<file path="config.mk">
export PLATFORM = sky130hd
export DESIGN_NAME = mc_bus_controller
export DESIGN_NICKNAME = d
export VERILOG_FILES = /design/src/rtl/mc_pkg.sv /design/src/rtl/mc_fifo.sv /design/src/rtl/mc_bus_controller.sv
export SDC_FILE = /design/constraint.sdc
export NUM_CORES = 1
export LEC_CHECK = 0
export CAP_MARGIN = 25
export CORE_MARGIN = 2
export CORE_UTILIZATION = 45
export DETAILED_ROUTE_END_ITERATION = 12
export PLACE_DENSITY = 0.67
export SYNTH_ARGS = -nofsm -noshare
export SYNTH_HDL_FRONTEND = slang
export SYNTH_SLANG_ARGS = --single-unit
export TNS_END_PERCENT = 30
</file>
<file path="constraint.sdc">
create_clock -name clk -period 3.6 [get_ports clk]
set_input_delay 0.36 -clock clk [delete_from_list [all_inputs] [get_ports clk]]
set_output_delay 0.36 -clock clk [all_outputs]
set_load 0.05 [all_outputs]
</file>
<file path="src/rtl/mc_pkg.sv">
// Shared types and constants for the multicast bus controller.
package mc_pkg;

  typedef enum logic {
    IDLE = 1'b0,
    SEND = 1'b1
  } mc_state_t;

  localparam int DROP_W = 16;

  // All-ones tag of the requested width, used as the broadcast tag.
  function automatic logic [31:0] MC_BCAST_TAG(input int tag_w);
    return (32'd1 << tag_w) - 32'd1;
  endfunction

endpackage

</file>
<file path="src/rtl/mc_fifo.sv">
// Synchronous FIFO with combinational head read and synchronous active-high reset.
module mc_fifo #(
  parameter int WIDTH = 8,
  parameter int DEPTH = 2
) (
  input  logic             clk,
  input  logic             rst,
  input  logic             push,
  input  logic             pop,
  input  logic [WIDTH-1:0] wdata,
  output logic [WIDTH-1:0] rdata,
  output logic             full,
  output logic             empty
);

  localparam int PW = (DEPTH > 1) ? $clog2(DEPTH) : 1;
  localparam int CW = $clog2(DEPTH + 1);

  logic [WIDTH-1:0] mem [DEPTH];
  logic [PW-1:0]    wr_ptr, rd_ptr;
  logic [CW-1:0]    count;
  logic             do_push, do_pop;

  assign full    = (count == CW'(DEPTH));
  assign empty   = (count == '0);
  assign do_push = push && !full;
  assign do_pop  = pop && !empty;
  assign rdata   = mem[rd_ptr];

  function automatic logic [PW-1:0] ptr_inc(input logic [PW-1:0] p);
    return (p == PW'(DEPTH - 1)) ? '0 : p + PW'(1);
  endfunction

  always_ff @(posedge clk) begin
    if (do_push) mem[wr_ptr] <= wdata;
  end

  always_ff @(posedge clk) begin
    if (rst) begin
      wr_ptr <= '0;
      rd_ptr <= '0;
      count  <= '0;
    end else begin
      if (do_push) wr_ptr <= ptr_inc(wr_ptr);
      if (do_pop)  rd_ptr <= ptr_inc(rd_ptr);
      case ({do_push, do_pop})
        2'b10:   count <= count + CW'(1);
        2'b01:   count <= count - CW'(1);
        default: count <= count;
      endcase
    end
  end

endmodule

</file>
<file path="src/rtl/mc_bus_controller.sv">
// Multicast bus controller: routes tagged FIFO entries to every PE whose configured ID matches.
// Optional feature macro: MC_BROADCAST_EN (all-ones tag reaches every enabled PE).
module mc_bus_controller
  import mc_pkg::*;
#(
  parameter int DATA_W     = 16,
  parameter int TAG_W      = 4,
  parameter int NUM_PE     = 12,
  parameter int FIFO_DEPTH = 2,
  localparam int IDX_W     = (NUM_PE > 1) ? $clog2(NUM_PE) : 1
) (
  input  logic              clk,
  input  logic              rst,
  input  logic              cfg_we,
  input  logic [IDX_W-1:0]  cfg_idx,
  input  logic [TAG_W-1:0]  cfg_id,
  input  logic              cfg_en,
  input  logic              in_valid,
  output logic              in_ready,
  input  logic [TAG_W-1:0]  in_tag,
  input  logic [DATA_W-1:0] in_val,
  output logic [NUM_PE-1:0] pe_valid,
  input  logic [NUM_PE-1:0] pe_ready,
  output logic [DATA_W-1:0] pe_data,
  output logic [15:0]       drop_cnt,
  output logic              dbg_state
);

  typedef struct packed {
    logic [TAG_W-1:0]  tag;
    logic [DATA_W-1:0] val;
  } pkt_t;

  localparam int PKT_W = $bits(pkt_t);

`ifdef MC_BROADCAST_EN
  localparam logic [TAG_W-1:0] BCAST = TAG_W'(MC_BCAST_TAG(TAG_W));
`endif

  pkt_t              in_pkt, head;
  logic              fifo_full, fifo_empty;
  logic              pop, drop_inc, latch;
  logic [TAG_W-1:0]  id_q [NUM_PE];
  logic [NUM_PE-1:0] en_q;
  logic [NUM_PE-1:0] match, pending_q, pending_nxt;
  logic [DATA_W-1:0] pe_data_q;
  logic [DROP_W-1:0] drop_cnt_q;
  mc_state_t         state_q, state_d;

  assign in_pkt = '{tag: in_tag, val: in_val};

  mc_fifo #(
    .WIDTH (PKT_W),
    .DEPTH (FIFO_DEPTH)
  ) u_fifo (
    .clk   (clk),
    .rst   (rst),
    .push  (in_valid),
    .pop   (pop),
    .wdata (in_pkt),
    .rdata (head),
    .full  (fifo_full),
    .empty (fifo_empty)
  );

  assign in_ready = !fifo_full;

  always_ff @(posedge clk) begin
    if (rst) begin
      for (int i = 0; i < NUM_PE; i++) id_q[i] <= '0;
      en_q <= '0;
    end else if (cfg_we && (32'(cfg_idx) < 32'(NUM_PE))) begin
      id_q[cfg_idx] <= cfg_id;
      en_q[cfg_idx] <= cfg_en;
    end
  end

  always_comb begin
    match = '0;
    for (int i = 0; i < NUM_PE; i++) begin
`ifdef MC_BROADCAST_EN
      match[i] = en_q[i] && ((id_q[i] == head.tag) || (head.tag == BCAST));
`else
      match[i] = en_q[i] && (id_q[i] == head.tag);
`endif
    end
  end

  // PEs that accept are removed so they are never re-offered the same packet.
  assign pending_nxt = pending_q & ~pe_ready;

  always_ff @(posedge clk) begin
    if (rst) state_q <= IDLE;
    else     state_q <= state_d;
  end

  always_comb begin
    state_d = state_q;
    unique case (state_q)
      IDLE: if (!fifo_empty && (match != '0)) state_d = SEND;
      SEND: if (pending_nxt == '0)             state_d = IDLE;
    endcase
  end

  always_comb begin
    pop      = 1'b0;
    drop_inc = 1'b0;
    latch    = 1'b0;
    unique case (state_q)
      IDLE: begin
        if (!fifo_empty) begin
          if (match == '0) begin
            pop      = 1'b1;
            drop_inc = 1'b1;
          end else begin
            latch = 1'b1;
          end
        end
      end
      SEND: pop = (pending_nxt == '0);
    endcase
  end

  // Mask is captured once per packet; later config writes affect only later packets.
  always_ff @(posedge clk) begin
    if (rst) begin
      pending_q  <= '0;
      pe_data_q  <= '0;
      drop_cnt_q <= '0;
    end else begin
      if (latch) begin
        pending_q <= match;
        pe_data_q <= head.val;
      end else if (state_q == SEND) begin
        pending_q <= pending_nxt;
      end
      if (drop_inc && (drop_cnt_q != '1)) drop_cnt_q <= drop_cnt_q + DROP_W'(1);
    end
  end

  assign pe_valid  = pending_q;
  assign pe_data   = pe_data_q;
  assign drop_cnt  = drop_cnt_q;
  assign dbg_state = (state_q == SEND);

endmodule

</file>
==> metrics.md, run 1 <==
| Metric | Value |
|---|---|
| DR WL met3 | 948 um |
| Syn nets | 669 |
| CP Capture Type | register |
| Initial DRC Count | 546 |
| Max Slew Vio Count | 0 |
| Metal-1 WL | 6950 um |
| Clock Latency Late Sink | approximately 430 ps |
| Slew @ Worst Pin | 934 ps |
| WS Path Type | reg -> reg |
| CTS buffer count | 17 |
| Maximum vdd drop | 0.362 mV |
| Met2 routed WL | 7400 um |
| Final non-filler cell total | 913 |
| RSZ-0062 raised after global routing | false |
| Syn Inst Count | 622 |
| Ports | 91 |
| Antenna Nets Post-Route | 0 |
| WL/cell | 17.2 um |
| Post-synthesis register bit count | 150 |
| # clock sinks | 150 |
| DIE HEIGHT | 128 um |
| GPL Wtd Cong | 0.852 |
| Placed cells | 880 |
| Setup slack after layout | roughly 240 ps |
| Number of port buffers | 90 |
| Setup Fix Bufs, Post-CTS | 0 |
| # setup viols final | 0 |
| Drt pass-1 iters | 5 |
| CP Max Fanout | 12 |
| Final Hold Viols | 0 |
| DR vias | 4968 |
| Status | completed |
| Top Metal Used | met4 |
| Diode count | 0 |
| Slew margin rel. | 37.3% |
| Post-placement setup slack | about 290 ps |
| Hold buffers post-CTS | 0 |
| GR Overflow Total | 0 |
| DRC violations left | 0 |
| Filler cells | 1267 |
| CTS tree | built |
| Total core area | 15100 um2 |
| Period utilization | between 90 and 100% |
| Hold-critical path depth | 2 |
| Final wirelength | 15700 um |
| Gr usage total | between 20% and 30% |
| Vias in the first global route | 4925 |
| CTS root buffer | clkbuf_16 |
| Tmin final | 3360 ps |
| Synth cell types | 49 |
| Hold Crit Class | in -> reg |
| CTS resizes | 0 |
| Initial antenna violation count | 0 |
| Fmax | roughly 0.30 GHz |
| Bufs on Longest Clock Path | 2 |
| R2R depth | 11 |
| Setup TNS | 0 ps |
| Max H-tree Level | 4 |
| Site Rows | between 40 and 50 |
| Worst EP arrival | 3710 ps |
| Reg clk slew, reported paths | 60 ps |
| Synthesized area per cell | approximately 11 um2 |
| Die X | 128 um |
| Nets | 759 |
| DR vias/cell | 5.44 |
| Synthesis Warnings | 0 |
| Initial core utilization | 45.8% |
| PD cells | around 560 nW/um2 |
| Synthesis-to-layout area growth | 24.5% |
| Largest net degree at the start of global routing | 35 |
| Post-route clock skew | 9.29 ps |
| DP Wirelength | 11100 um |
| Layout cells sized above 1 | 11.4% |
| Register area share after synthesis | 56.1% |
| Mapped Area | 6920 um2 |
| Lkg Pwr | 2.80 nW |
| Setup crit start kind | register |
| Max-cap violations | 0 |
| DIE AREA | 16400 um2 |
| First-pass GRT wire length | roughly 25000 um |
| Worst Path Required | 3950 ps |
## area by class of cell
type	instances	area (um2)	share of cell area, %
Tap cell	188	235	2.73
Sequential cell	150	3880	45.1
Inverter	28	105	1.22
Clock inverter	14	165	1.92
Timing Repair Buffer	102	1000	11.7
Clock buffer	18	429	4.98
Multi-Input combinational cell	413	2790	32.4
## stage by stage
stage               hold slack (ps)  util [%]  power, mW  instance area, um2
floorplan                       457         -       2.79                6920
global placement                467      53.0       3.01                7990
detailed placement              484      53.0       3.03                7990
CTS                             426      56.9       4.81                8590
global route                    462      57.1       4.99                8610
finish                          457      57.1       4.78                8610
## layer usage
metal	track usage [%]	vias up
li1	-	2414
met1	25.6	2351
met2	32.1	168
met3	5.59	35
met4	8.60	0
met5	0	-
## worst paths after layout
kind / from / slack [ps] / endpoint
setup / recovery: register / 240 / u_fifo.count[1]$_SDFFE_PP0P_
hold / removal: rst / 460 / u_fifo.count[0]$_SDFFE_PP0P_
setup reg to reg: register / 240 / u_fifo.count[1]$_SDFFE_PP0P_
hold reg to reg: en_q[11]$_SDFFE_PP0P_ / 490 / en_q[11]$_SDFFE_PP0P_
## layout by cell type (no fill, tap or decap), drive strengths merged, types with 11 or more instances in the layout
cell and count:
clkdlybuf4s50 89, edfxtp 88, dfxtp 62, and2 48, nand2 46, nor2 38, xnor2 34, inv 34
o21ai 31, mux2i 23, clkbuf 19, nor2b 17, a21oi 17, a211oi 17, nand2b 15, nor4 13
buf 12, mux2 11, a31oi 11
## synthesized netlist by cell type (all sizes together)
master	count	area share, %
xor2	6	0.76
or4b	2	0.29
inv	28	1.5
ha	2	0.36
nand3	8	0.58
o221ai	1	0.13
a21o	3	0.33
mux2i	23	3.4
buf	9	0.85
a221o	2	0.29
mux2	11	1.8
dfxtp	62	18
or4	9	0.98
nand2	46	2.5
nor2	38	2.1
a211oi	17	1.8
or2	1	0.090
nand4	5	0.54
nor4b	1	0.34
and2	48	4.3
a2bb2oi	1	0.13
a31o	9	1.1
o21ai	31	2.2
clkbuf	22	1.2
and3	5	0.45
a31oi	11	1.1
nor4	13	2.5
nor2b	17	1.5
o22ai	2	0.18
or3	9	0.81
a41o	1	0.14
nand3b	9	0.98
a21oi	17	1.2
xnor2	34	4.3
nand2b	15	1.4
nor3	6	0.43
o31ai	9	0.98
o31a	1	0.13
edfxtp	88	38
## power by group
group	total (mW)	leakage, nW	switching [mW]	internal, mW
logic	0.955	1.19	0.554	0.402
clock network	1.78	0.283	0.737	1.04
registers	2.05	1.33	0.0835	1.97
## kinds of logic after synthesis
logic type | Yosys count | synth area share (%)
buf+inv | 59 | 3.56
xor+xnor | 40 | 5.06
mux | 34 | 5.23
simple gates | 232 | 19.8
fa+ha+maj | 2 | 0.362
flops | 150 | 56.1
compound gates | 105 | 9.84
## worst max-delay path, cell delays in order (launching register included)
cell and delay, ps:
dfxtp_1 480, mux2i_2 240, buf_4 260, mux2_2 360
nor4_1 580, nor4_4 150, and3_1 240, nor2_1 90
nor2_1 50, ha_1 340, or3_1 350, a21oi_1 150
## sequential cells by signal, indices dropped and copies added (netlist names), named ones only
signal         flops
u_fifo.wr_ptr      1
dbg_state          1
pe_valid          12
drop_cnt          16
id_q              48
pe_data           16
u_fifo.rd_ptr      1
u_fifo.mem        40
en_q              12
u_fifo.count       2
Note: power is estimated with default switching activity, not from simulation.
==> run 2: changes to the inputs <==
--- a/config.mk
+++ b/config.mk
@@ -13,4 +13,3 @@
 export SYNTH_ARGS = -nofsm -noshare
 export SYNTH_HDL_FRONTEND = slang
 export SYNTH_SLANG_ARGS = --single-unit
-export TNS_END_PERCENT = 30
==> results of run 2 <==
Final layout, timing and power as in run 1 (identical DEF).
